## config.mk

```make
export PLATFORM = sky130hd
export DESIGN_NAME = pipe_hazard_ctrl
export DESIGN_NICKNAME = d
export VERILOG_FILES = /design/src/rtl/pipe_hazard_ctrl.sv
export SDC_FILE = /design/constraint.sdc
export NUM_CORES = 1
export LEC_CHECK = 0
export BUFFER_PORTS_ARGS = -buffer_cell sky130_fd_sc_hd__buf_4
export CORE_MARGIN = 5
export CORE_UTILIZATION = 61
export CTS_BUF_LIST = sky130_fd_sc_hd__clkbuf_8
export DETAILED_ROUTE_END_ITERATION = 10
export PLACE_DENSITY = 0.95
export SYNTH_ARGS = -nofsm -noshare
export SYNTH_HDL_FRONTEND = slang
export SYNTH_SLANG_ARGS = --single-unit
```

## constraint.sdc

```tcl
create_clock -name clk -period 5.3 [get_ports clk]
set_input_delay 1.06 -clock clk [delete_from_list [all_inputs] [get_ports clk]]
set_output_delay 1.06 -clock clk [all_outputs]
set_load 0.01 [all_outputs]
```

## src/rtl/pipe_hazard_ctrl.sv

```systemverilog
// Run/halt sequencing, RAW/load-use hazard detection and EXE forwarding selects for the 5-stage core.
// Optional macro PIPE_FWD_EN enables operand forwarding; without it every RAW hazard stalls.
module pipe_hazard_ctrl #(
  parameter int RFW = 5,
  parameter int SCW = 16,
  parameter int DRN = 4
) (
  input  logic           clk,
  input  logic           rst,
  input  logic           start,
  input  logic           id_valid,
  input  logic [RFW-1:0] id_rs1,
  input  logic [RFW-1:0] id_rs2,
  input  logic           id_rs1_used,
  input  logic           id_rs2_used,
  input  logic [RFW-1:0] id_rd,
  input  logic           id_we,
  input  logic           id_load,
  input  logic           id_halt,
  input  logic           exe_br_taken,
  output logic           pc_clr,
  output logic           pc_en,
  output logic           pc_sel,
  output logic           if_id_en,
  output logic           if_id_flush,
  output logic           id_exe_flush,
  output logic [1:0]     fwd_a,
  output logic [1:0]     fwd_b,
  output logic           busy,
  output logic [SCW-1:0] stall_cnt
);

  localparam int DCW = $clog2(DRN + 1);

  typedef enum logic [1:0] {S_IDLE, S_RUN, S_DRAIN, S_HALTED} state_t;

  typedef struct packed {
    logic           v;
    logic [RFW-1:0] rd;
    logic           we;
    logic           load;
  } sb_t;

  state_t         state, state_n;
  logic [DCW-1:0] drain_cnt, drain_n;
  sb_t            sb_ex, sb_mem, sb_wb;
  logic           enter_ex, stall, stall_raw;
  logic           m1_ex, m1_mem, m1_wb, m2_ex, m2_mem, m2_wb;

  function automatic logic sb_match(input sb_t s, input logic [RFW-1:0] r, input logic used);
    return s.v & s.we & (s.rd == r) & (r != '0) & used;
  endfunction

  function automatic logic [SCW-1:0] sat_inc(input logic [SCW-1:0] c);
    return (&c) ? c : c + SCW'(1);
  endfunction

  always_comb begin
    m1_ex  = id_valid & sb_match(sb_ex,  id_rs1, id_rs1_used);
    m1_mem = id_valid & sb_match(sb_mem, id_rs1, id_rs1_used);
    m1_wb  = id_valid & sb_match(sb_wb,  id_rs1, id_rs1_used);
    m2_ex  = id_valid & sb_match(sb_ex,  id_rs2, id_rs2_used);
    m2_mem = id_valid & sb_match(sb_mem, id_rs2, id_rs2_used);
    m2_wb  = id_valid & sb_match(sb_wb,  id_rs2, id_rs2_used);
`ifdef PIPE_FWD_EN
    stall_raw = (m1_ex | m2_ex) & sb_ex.load;
`else
    stall_raw = m1_ex | m1_mem | m1_wb | m2_ex | m2_mem | m2_wb;
`endif
    stall = (state == S_RUN) & stall_raw;
  end

  always_comb begin
    state_n      = state;
    drain_n      = drain_cnt;
    enter_ex     = 1'b0;
    pc_clr       = 1'b0;
    pc_en        = 1'b0;
    pc_sel       = 1'b0;
    if_id_en     = 1'b0;
    if_id_flush  = 1'b0;
    id_exe_flush = 1'b0;
    busy         = (state == S_RUN) || (state == S_DRAIN);
    case (state)
      S_IDLE, S_HALTED: begin
        if (start) begin
          pc_clr  = 1'b1;
          state_n = S_RUN;
        end
      end
      S_RUN: begin
        if (exe_br_taken) begin
          pc_sel       = 1'b1;
          pc_en        = 1'b1;
          if_id_flush  = 1'b1;
          id_exe_flush = 1'b1;
        end else if (stall) begin
          id_exe_flush = 1'b1;
        end else if (id_valid && id_halt) begin
          // HALT goes down the pipe as a bubble; fetch freezes from here on.
          id_exe_flush = 1'b1;
          state_n      = S_DRAIN;
          drain_n      = DCW'(DRN - 1);
        end else begin
          pc_en    = 1'b1;
          if_id_en = 1'b1;
          enter_ex = id_valid;
        end
      end
      S_DRAIN: begin
        if (exe_br_taken) begin
          // A taken branch older than HALT means HALT was on the wrong path.
          pc_sel       = 1'b1;
          pc_en        = 1'b1;
          if_id_flush  = 1'b1;
          id_exe_flush = 1'b1;
          state_n      = S_RUN;
        end else begin
          id_exe_flush = 1'b1;
          if (drain_cnt == '0) state_n = S_HALTED;
          else                 drain_n = drain_cnt - DCW'(1);
        end
      end
      default: state_n = S_IDLE;
    endcase
  end

`ifdef PIPE_FWD_EN
  function automatic logic [1:0] fwd_sel(input logic m_ex, input logic m_mem, input logic m_wb);
    if (m_ex)  return 2'b01;
    if (m_mem) return 2'b10;
    if (m_wb)  return 2'b11;
    return 2'b00;
  endfunction

  // ID -> EXE boundary: selects travel with the instruction into ID_EXE
  always_ff @(posedge clk) begin
    if (rst) begin
      fwd_a <= 2'b00;
      fwd_b <= 2'b00;
    end else begin
      fwd_a <= enter_ex ? fwd_sel(m1_ex, m1_mem, m1_wb) : 2'b00;
      fwd_b <= enter_ex ? fwd_sel(m2_ex, m2_mem, m2_wb) : 2'b00;
    end
  end
`else
  assign fwd_a = 2'b00;
  assign fwd_b = 2'b00;
`endif

  // Scoreboard shadows EXE/MEM/WB, advancing one stage per active cycle
  always_ff @(posedge clk) begin
    if (rst) begin
      state     <= S_IDLE;
      drain_cnt <= '0;
      sb_ex     <= '0;
      sb_mem    <= '0;
      sb_wb     <= '0;
      stall_cnt <= '0;
    end else begin
      state     <= state_n;
      drain_cnt <= drain_n;
      if ((state == S_IDLE || state == S_HALTED) && start) begin
        sb_ex  <= '0;
        sb_mem <= '0;
        sb_wb  <= '0;
      end else if (state == S_RUN || state == S_DRAIN) begin
        sb_wb  <= sb_mem;
        sb_mem <= sb_ex;
        sb_ex  <= enter_ex ? sb_t'{1'b1, id_rd, id_we, id_load} : '0;
      end
      if (stall && !exe_br_taken) stall_cnt <= sat_inc(stall_cnt);
    end
  end

endmodule
```

==> results of run 1 <==
## registers in the layout, indices dropped and copies added (netlist names)
name,cells
sb_wb,7
drain_cnt,3
stall_cnt,16
state,2
sb_mem,7
sb_ex,7
## cell families (layout without fill, tap and decap cells)
family | after synthesis | after routing | synth area share (%)
AND/OR/NAND/NOR | 108 | 108 | 25.0
flip-flops | 42 | 42 | 33.5
AO/OA/AOI/OAI | 39 | 39 | 12.3
XOR/XNOR | 33 | 33 | 11.5
buffers and inverters | 31 | 71 | 5.43
multiplexers | 22 | 22 | 9.26
adder cells (fa/ha/maj) | 6 | 6 | 2.99
other | 1 | 4 | 0.149
## cell type report
cell class                 instances  area (um2)  area share [%]
clock inverter                     2        12.5           0.424
clock buffer                       6        82.6            2.80
sequential                        42         841            28.5
tap                               50        62.6            2.12
timing repair buffer              46         345            11.7
multi-input combinational        212        1550            52.4
inverter                          17        63.8            2.16
## power by group
part | leakage (nW) | total (mW) | internal [mW] | switching [mW]
Clock | 0.0472 | 0.221 | 0.105 | 0.116
Combinational | 0.905 | 0.172 | 0.0725 | 0.0990
Sequential | 0.338 | 0.324 | 0.320 | 0.00406
## layout by cell type (no fill, tap or decap), types with 7 or more instances in the layout
cell     synthesis  routed
nor2_1          36      36
xor2_1          25      25
inv_1           17      17
nand2_1          9       9
nand4_1         12      12
mux2i_1         15      15
a21oi_1          9       9
buf_4            5      46
nor4_1           7       7
xnor2_1          8       8
dfxtp_1         42      42
## layer usage
metal	up-vias	global-route usage, %
li1	1074	-
met1	1019	26.8
met3	14	4.59
met5	-	0
met4	0	8.25
met2	51	40.6
## stage by stage
stage                     setup slack (ps)  utilization [%]
after global placement                1360             71.5
after global routing                  1180             73.9
after floorplan                       1740                -
after CTS                             1330             73.9
final                                 1340             73.9
after detailed placement              1340             71.5
## final timing paths
kind,endpoint,cells after the start,slack [ps]
worst max-delay path,id_exe_flush,9,1340
worst min-delay path,state[1],2,520
worst max register to register,sb_ex[2],7,2560
worst min register to register,state[1],2,520
## critical path, stage by stage
cell	delay, ps
buf_4	130
xor2_1	140
nor4_1	370
nand4_1	130
and3_4	210
o22ai_4	220
o21ai_0	200
a211oi_1	250
buf_4	170
==> out/metrics.yaml, run 1 <==
status: "completed"
wl_met2_um: 2900
ir_drop_mv: 0.211
yosysMostFrequentCell: "dfxtp_1"
timing.hold.ws_ps: 521
clk_pin_slew_worst_paths_ps: 80
cts_buffers: 5
cts_hold_buf: 0
fin_tns_setup_ps: 0
detail_route.wl_per_cell_um: 15.3
top_layer_used: "met4"
drive_above_1_share_pct: 23.4
antenna_found_initial: 0
die_width_um: 74.2
synth_edf_count: 0
die-area_mm2: 0.00550
cts_tree: "yes"
clock_skew_ps: 5.81
worstMarginPinSlew_ps: 984
final_nets: 355
dpl_cell_area_mm2: 0.00286
via_per_inst: 5.75
design_area_mm2: 0.00295
via_count: 2158
start_util_pct: 62.8
synth_area_leaders: "dfxtp_1 33%, xor2_1 8.7%, mux2i_1 6.0%"
drc_errors: 0
crit_start: "id_rs2[3]"
syn_to_final_growth_pct: 17.6
period_minus_slack_ps: 3960
rsz0062_at_grt: "no"
stdcell_count: 375
diodes: 0
layout.filler_cells: 278
power_mw: 0.716
wirelength_um: 5760
avgSynthCellArea_um2: 8.91
yosysWarnings: 0
worstSetupPathType: "input pin to primary output"
grt_usage_pct: 22.7
r2r_start: "state[0]"
total_leakage_power_nw: 1.29
ys_seq_area_share_pct: 33.5
hold_viol_final: 0
startpoint_type: "input pin"
clockRootBuffer: "clkbuf_8"
grt_max_degree: 34
holdCritPathClass: "register to register"
syn_area_mm2: 0.00251
die_h_um: 74.2
cp.required_ps: 4240
maxSlewHeadroom_pct: 34.4
max_freq_ghz: 0.252
syn-instance-count: 282
synth_flop_cell: "dfxtp_1"
placedCellCount: 367
core-area_mm2: 0.00400
m1WireLength_um: 2440
min-delay-start: "state[1]"
endpoint_kind: "primary output"
period_share_pct: 74.8
ctsLongestPathBuffers: 2
hpwl_um: 4310
ys_async_sr_fraction_pct: 0
maxSlewViolCount: 0
ys_ff_latch: 42
path_max_fanout: 6
cp.arrival_ps: 2900
fp-row-count: 23
grt_pass1_wl_um: 9770
overflow: 0
clk_latency_ps: 300
drv_cap: 0
numPortBuffers: 46
drtIter0Drc: 97
cts.sinks: 42
ios: 52
postCtsSetupBuffers: 0
finalSetupViolations: 0
gp_congestion: 0.844
wl_met3_um: 296
ant_nets: 0
synth_top_area_share_pct: 33.5
cellPowerDensity_mw_per_mm2: 242
synth_top_area_cell: "dfxtp_1"
htree_levels: 2
synthTopCellsByCount: "42 x dfxtp_1, 36 x nor2_1, 25 x xor2_1"
grt_pass1_vias: 2112
cts.repair.resized: 0
synth_cell_types: 57
firstDrtPassIters: 5
Note: power is estimated with default switching activity, not from simulation.
==> run 2, diff against run 1 <==
- CORE_UTILIZATION: 61 -> 51
- PLACE_DENSITY: 0.95 -> 0.88
- clock period: 5.3 -> 3.57 ns (I/O delays scaled with it)
==> run 2 against run 1 <==
Compared with the run above: worst setup slack worse by 1300 ps; die area up 17%; total power up 48%; design area up 0.97%; critical path depth unchanged; utilization down 11 points; first-iteration DRC count up 9.3%.
==> out/metrics.yaml, run 2 (synthesis results as in run 1) <==
status: "completed"
ff2ff_path_depth: 8
wirelength_um: 5970
cts.repair.resized: 0
cts.sinks: 42
htree_levels: 2
drc_errors: 0
detail_route.wl_per_cell_um: 15.2
min-delay-start: "state[1]"
core-area_mm2: 0.00475
layout_commonest_cell: "buf_4"
drv_cap: 0
fin_tns_setup_ps: 0
largest_reg_flops: 16
hold_viol_final: 0
r2r_setup_slack_ps: 930
via_per_inst: 5.48
holdCritPathClass: "register to register"
r2r_start: "sb_mem[5]"
start_util_pct: 52.8
largest-register: "stall_cnt"
grt_pass1_wl_um: 9680
worstSetupPathType: "input pin to primary output"
placedCellCount: 385
total_leakage_power_nw: 1.29
fp-row-count: 25
clock_skew_ps: 11.8
hold_path_depth: 2
overflow: 0
clk_latency_ps: 300
hpwl_um: 4520
cts_tree: "yes"
drtIter0Drc: 106
diodes: 0
stdcell_count: 393
clk_pin_slew_worst_paths_ps: 80
drive_above_1_share_pct: 23.6
layout.filler_cells: 418
postCtsSetupBuffers: 0
rsz0062_at_grt: "no"
grt_max_degree: 34
endpoint_kind: "primary output"
die_h_um: 80.2
period_share_pct: 97.6
final_cell_mix: "47 x buf_4, 42 x dfxtp_1, 36 x nor2_1, 25 x xor2_1, 17 x inv_1"
cp.arrival_ps: 2770
multi_input_area_mm2: 0.00155
die_width_um: 80.2
clockRootBuffer: "clkbuf_8"
grt_pass1_vias: 2070
gp_congestion: 0.847
ctsLongestPathBuffers: 2
ios: 52
r2r_end: "stall_cnt[6]"
grt_usage_pct: 19.1
max_freq_ghz: 0.287
min_to: "state[1]"
period_minus_slack_ps: 3480
startpoint_type: "input pin"
seq_area_um2: 841
cts_hold_buf: 0
finalSetupViolations: 0
antenna_found_initial: 0
via_count: 2153
path_max_fanout: 6
ir_drop_mv: 0.331
numPortBuffers: 46
maxSlewViolCount: 0
firstDrtPassIters: 4
cts_buffers: 5
die-area_mm2: 0.00643
crit_start: "id_rs2[3]"
final_nets: 356
cellPowerDensity_mw_per_mm2: 356
cp.required_ps: 2860
ant_nets: 0
syn_to_final_growth_pct: 18.7
timing.hold.ws_ps: 512
run 2: changes by cell type in the layout (fill, tap and decap cells not counted), sizes merged:
cell,previous run,this run
buf,46,47
run 2: cell type report:
type / instances / area share (%)
sequential: 42 / 28.2
tap: 67 / 2.81
multi-input combinational: 212 / 51.8
clock buffer: 6 / 2.77
inverter: 17 / 2.14
timing repair buffer: 47 / 11.8
clock inverter: 2 / 0.419
run 2: worst max-delay path by stage:
stage                         endpoint  cells past startpoint
final                     id_exe_flush                      9
after global routing      id_exe_flush                      9
after CTS                 id_exe_flush                      9
after detailed placement  id_exe_flush                      9
after global placement    id_exe_flush                      9
after floorplan               if_id_en                      5
run 2: report_power, final:
| part | switching (mW) | leakage, nW | internal (mW) |
|---|---|---|---|
| clock network | 0.169 | 0.0472 | 0.156 |
| logic | 0.148 | 0.909 | 0.108 |
| registers | 0.00649 | 0.338 | 0.475 |
| total | 0.324 | 1.29 | 0.739 |
run 2: worst max-delay path, stage by stage:
cell and delay (ps):
buf_4 130, xor2_1 140, nor4_1 440, nand4_1 150
and3_4 220, o22ai_4 230, o21ai_0 190, a211oi_1 360
buf_4 190
run 2: routing by layer:
| layer | routed length (um) | up-vias | track usage, % |
|---|---|---|---|
| met5 | 0 | - | 0 |
| met4 | 29 | 0 | 4.22 |
| met3 | 353 | 4 | 6.05 |
| met2 | 2980 | 64 | 33.4 |
| met1 | 2610 | 1005 | 22.6 |
| li1 | - | 1080 | - |
run 2: through the flow:
stage	util, %	setup WS (ps)	instance area, um2	power (mW)
finish	62.7	85.7	2980	1.06
global route	62.7	30.3	2980	1.12
CTS	62.7	129	2980	1.07
detailed placement	60.7	226	2890	0.746
global placement	60.7	313	2890	0.737
floorplan	-	697	2520	0.662
==> run 3, diff against run 2 <==
- PLACE_DENSITY: 0.88 -> 0.78
==> run 3 against run 2 <==
Compared with the run above: design area grew 0.59%; worst setup slack gained 250 ps; sequential cell count is the same; total power grew 5.0%; sequential power is essentially flat; register-to-register slack gained 100 ps; first-iteration DRC count shrank 44%; highest routed layer unchanged.
==> out/metrics.yaml, run 3 (synthesis results as in run 1) <==
firstDrtPassIters: 4
antenna_found_initial: 0
htree_levels: 2
cts_buffers: 5
cts.repair.resized: 0
detail_route.wl_per_cell_um: 13.8
ant_nets: 0
grt_max_degree: 34
diodes: 0
syn_to_final_growth_pct: 19.4
fin_tns_setup_ps: 0
final_cell_mix: "47 x buf_4, 42 x dfxtp_1, 36 x nor2_1, 25 x xor2_1, 17 x inv_1"
die-area_mm2: 0.00643
start_util_pct: 52.8
endpoint_kind: "primary output"
grt_pass1_vias: 2081
overflow: 0
numPortBuffers: 46
wirelength_um: 5430
drive_above_1_share_pct: 23.4
seq_area_um2: 841
drc_errors: 0
cp.arrival_ps: 2520
die_h_um: 80.2
via_per_inst: 5.50
hold_viol_final: 0
finalSetupViolations: 0
gp_congestion: 0.846
ios: 52
clk_latency_ps: 290
cellPowerDensity_mw_per_mm2: 372
maxSlewViolCount: 0
period_minus_slack_ps: 3230
cts_hold_buf: 0
core-area_mm2: 0.00475
layout_commonest_cell: "buf_4"
grt_usage_pct: 18.5
ctsLongestPathBuffers: 2
via_count: 2155
multi_input_area_mm2: 0.00155
layout.filler_cells: 434
cts_tree: "yes"
cts.sinks: 42
largest_reg_flops: 16
rsz0062_at_grt: "no"
status: "completed"
ir_drop_mv: 0.389
drv_cap: 0
period_share_pct: 90.5
postCtsSetupBuffers: 0
hpwl_um: 4150
die_width_um: 80.2
final_nets: 356
power_mw: 1.12
clk_pin_slew_worst_paths_ps: 70
total_leakage_power_nw: 1.30
holdCritPathClass: "register to register"
grt_pass1_wl_um: 9550
drtIter0Drc: 59
clockRootBuffer: "clkbuf_8"
path_max_fanout: 6
startpoint_type: "input pin"
fp-row-count: 25
cp.required_ps: 2860
largest-register: "stall_cnt"
clock_skew_ps: 9.83
max_freq_ghz: 0.309
worstSetupPathType: "input pin to primary output"
## run 3: changes by cell type in the layout (fill, tap and decap cells not counted), sizes merged
cell | previous run | this run
bufinv | 0 | 1
clkinv | 1 | 0
clkinvlp | 1 | 0
## run 3: worst paths after layout
| kind | from | endpoint | slack, ps | depth (start not counted) |
|---|---|---|---|---|
| max reg2reg | sb_ex[5] | stall_cnt[8] | 1030 | 8 |
| max | id_rs2[3] | pc_en | 340 | 9 |
| min reg2reg | state[1] | state[1] | 520 | 2 |
| min | state[1] | state[1] | 520 | 2 |
## run 3: per-layer routing
metal  vias up  wire (um)  track usage (%)
met4         0         65             5.91
met5         -          0                0
met2        57       2600             31.0
met3         9        278             3.92
li1       1069          -                -
met1      1020       2480             23.4
## run 3: final cells by class
class,instances,share of cell area [%]
clock inverters,1,1.00
clock buffers,6,2.75
flip-flops and latches,42,28.0
inverters,17,2.13
multi-input cells,212,51.5
well taps,67,2.79
repair buffers,47,11.8
## run 3: power by group
part / switching, mW / internal, mW / leakage (nW)
Clock: 0.157 / 0.224 / 0.0573
Combinational: 0.144 / 0.109 / 0.909
Sequential: 0.00580 / 0.475 / 0.338
Total: 0.307 / 0.808 / 1.30
## run 3: worst max-delay path, stage by stage
cell,delay [ps]
buf_4,140
xor2_1,140
nor4_1,360
nand4_1,140
and3_4,210
o22ai_4,230
o21ai_0,170
a31o_2,270
buf_4,140
## run 3: stage by stage
step                      util, %  worst slack [ps]  cell area (um2)  hold slack, ps  instances
after global placement       60.7               378             2890             492        385
after floorplan                 -               697             2520             472        285
after global routing         63.1               207             3000             537        392
after detailed placement     60.7               346             2890             509        385
final                        63.1               337             3000             516        392
after CTS                    63.1               343             3000             521        392
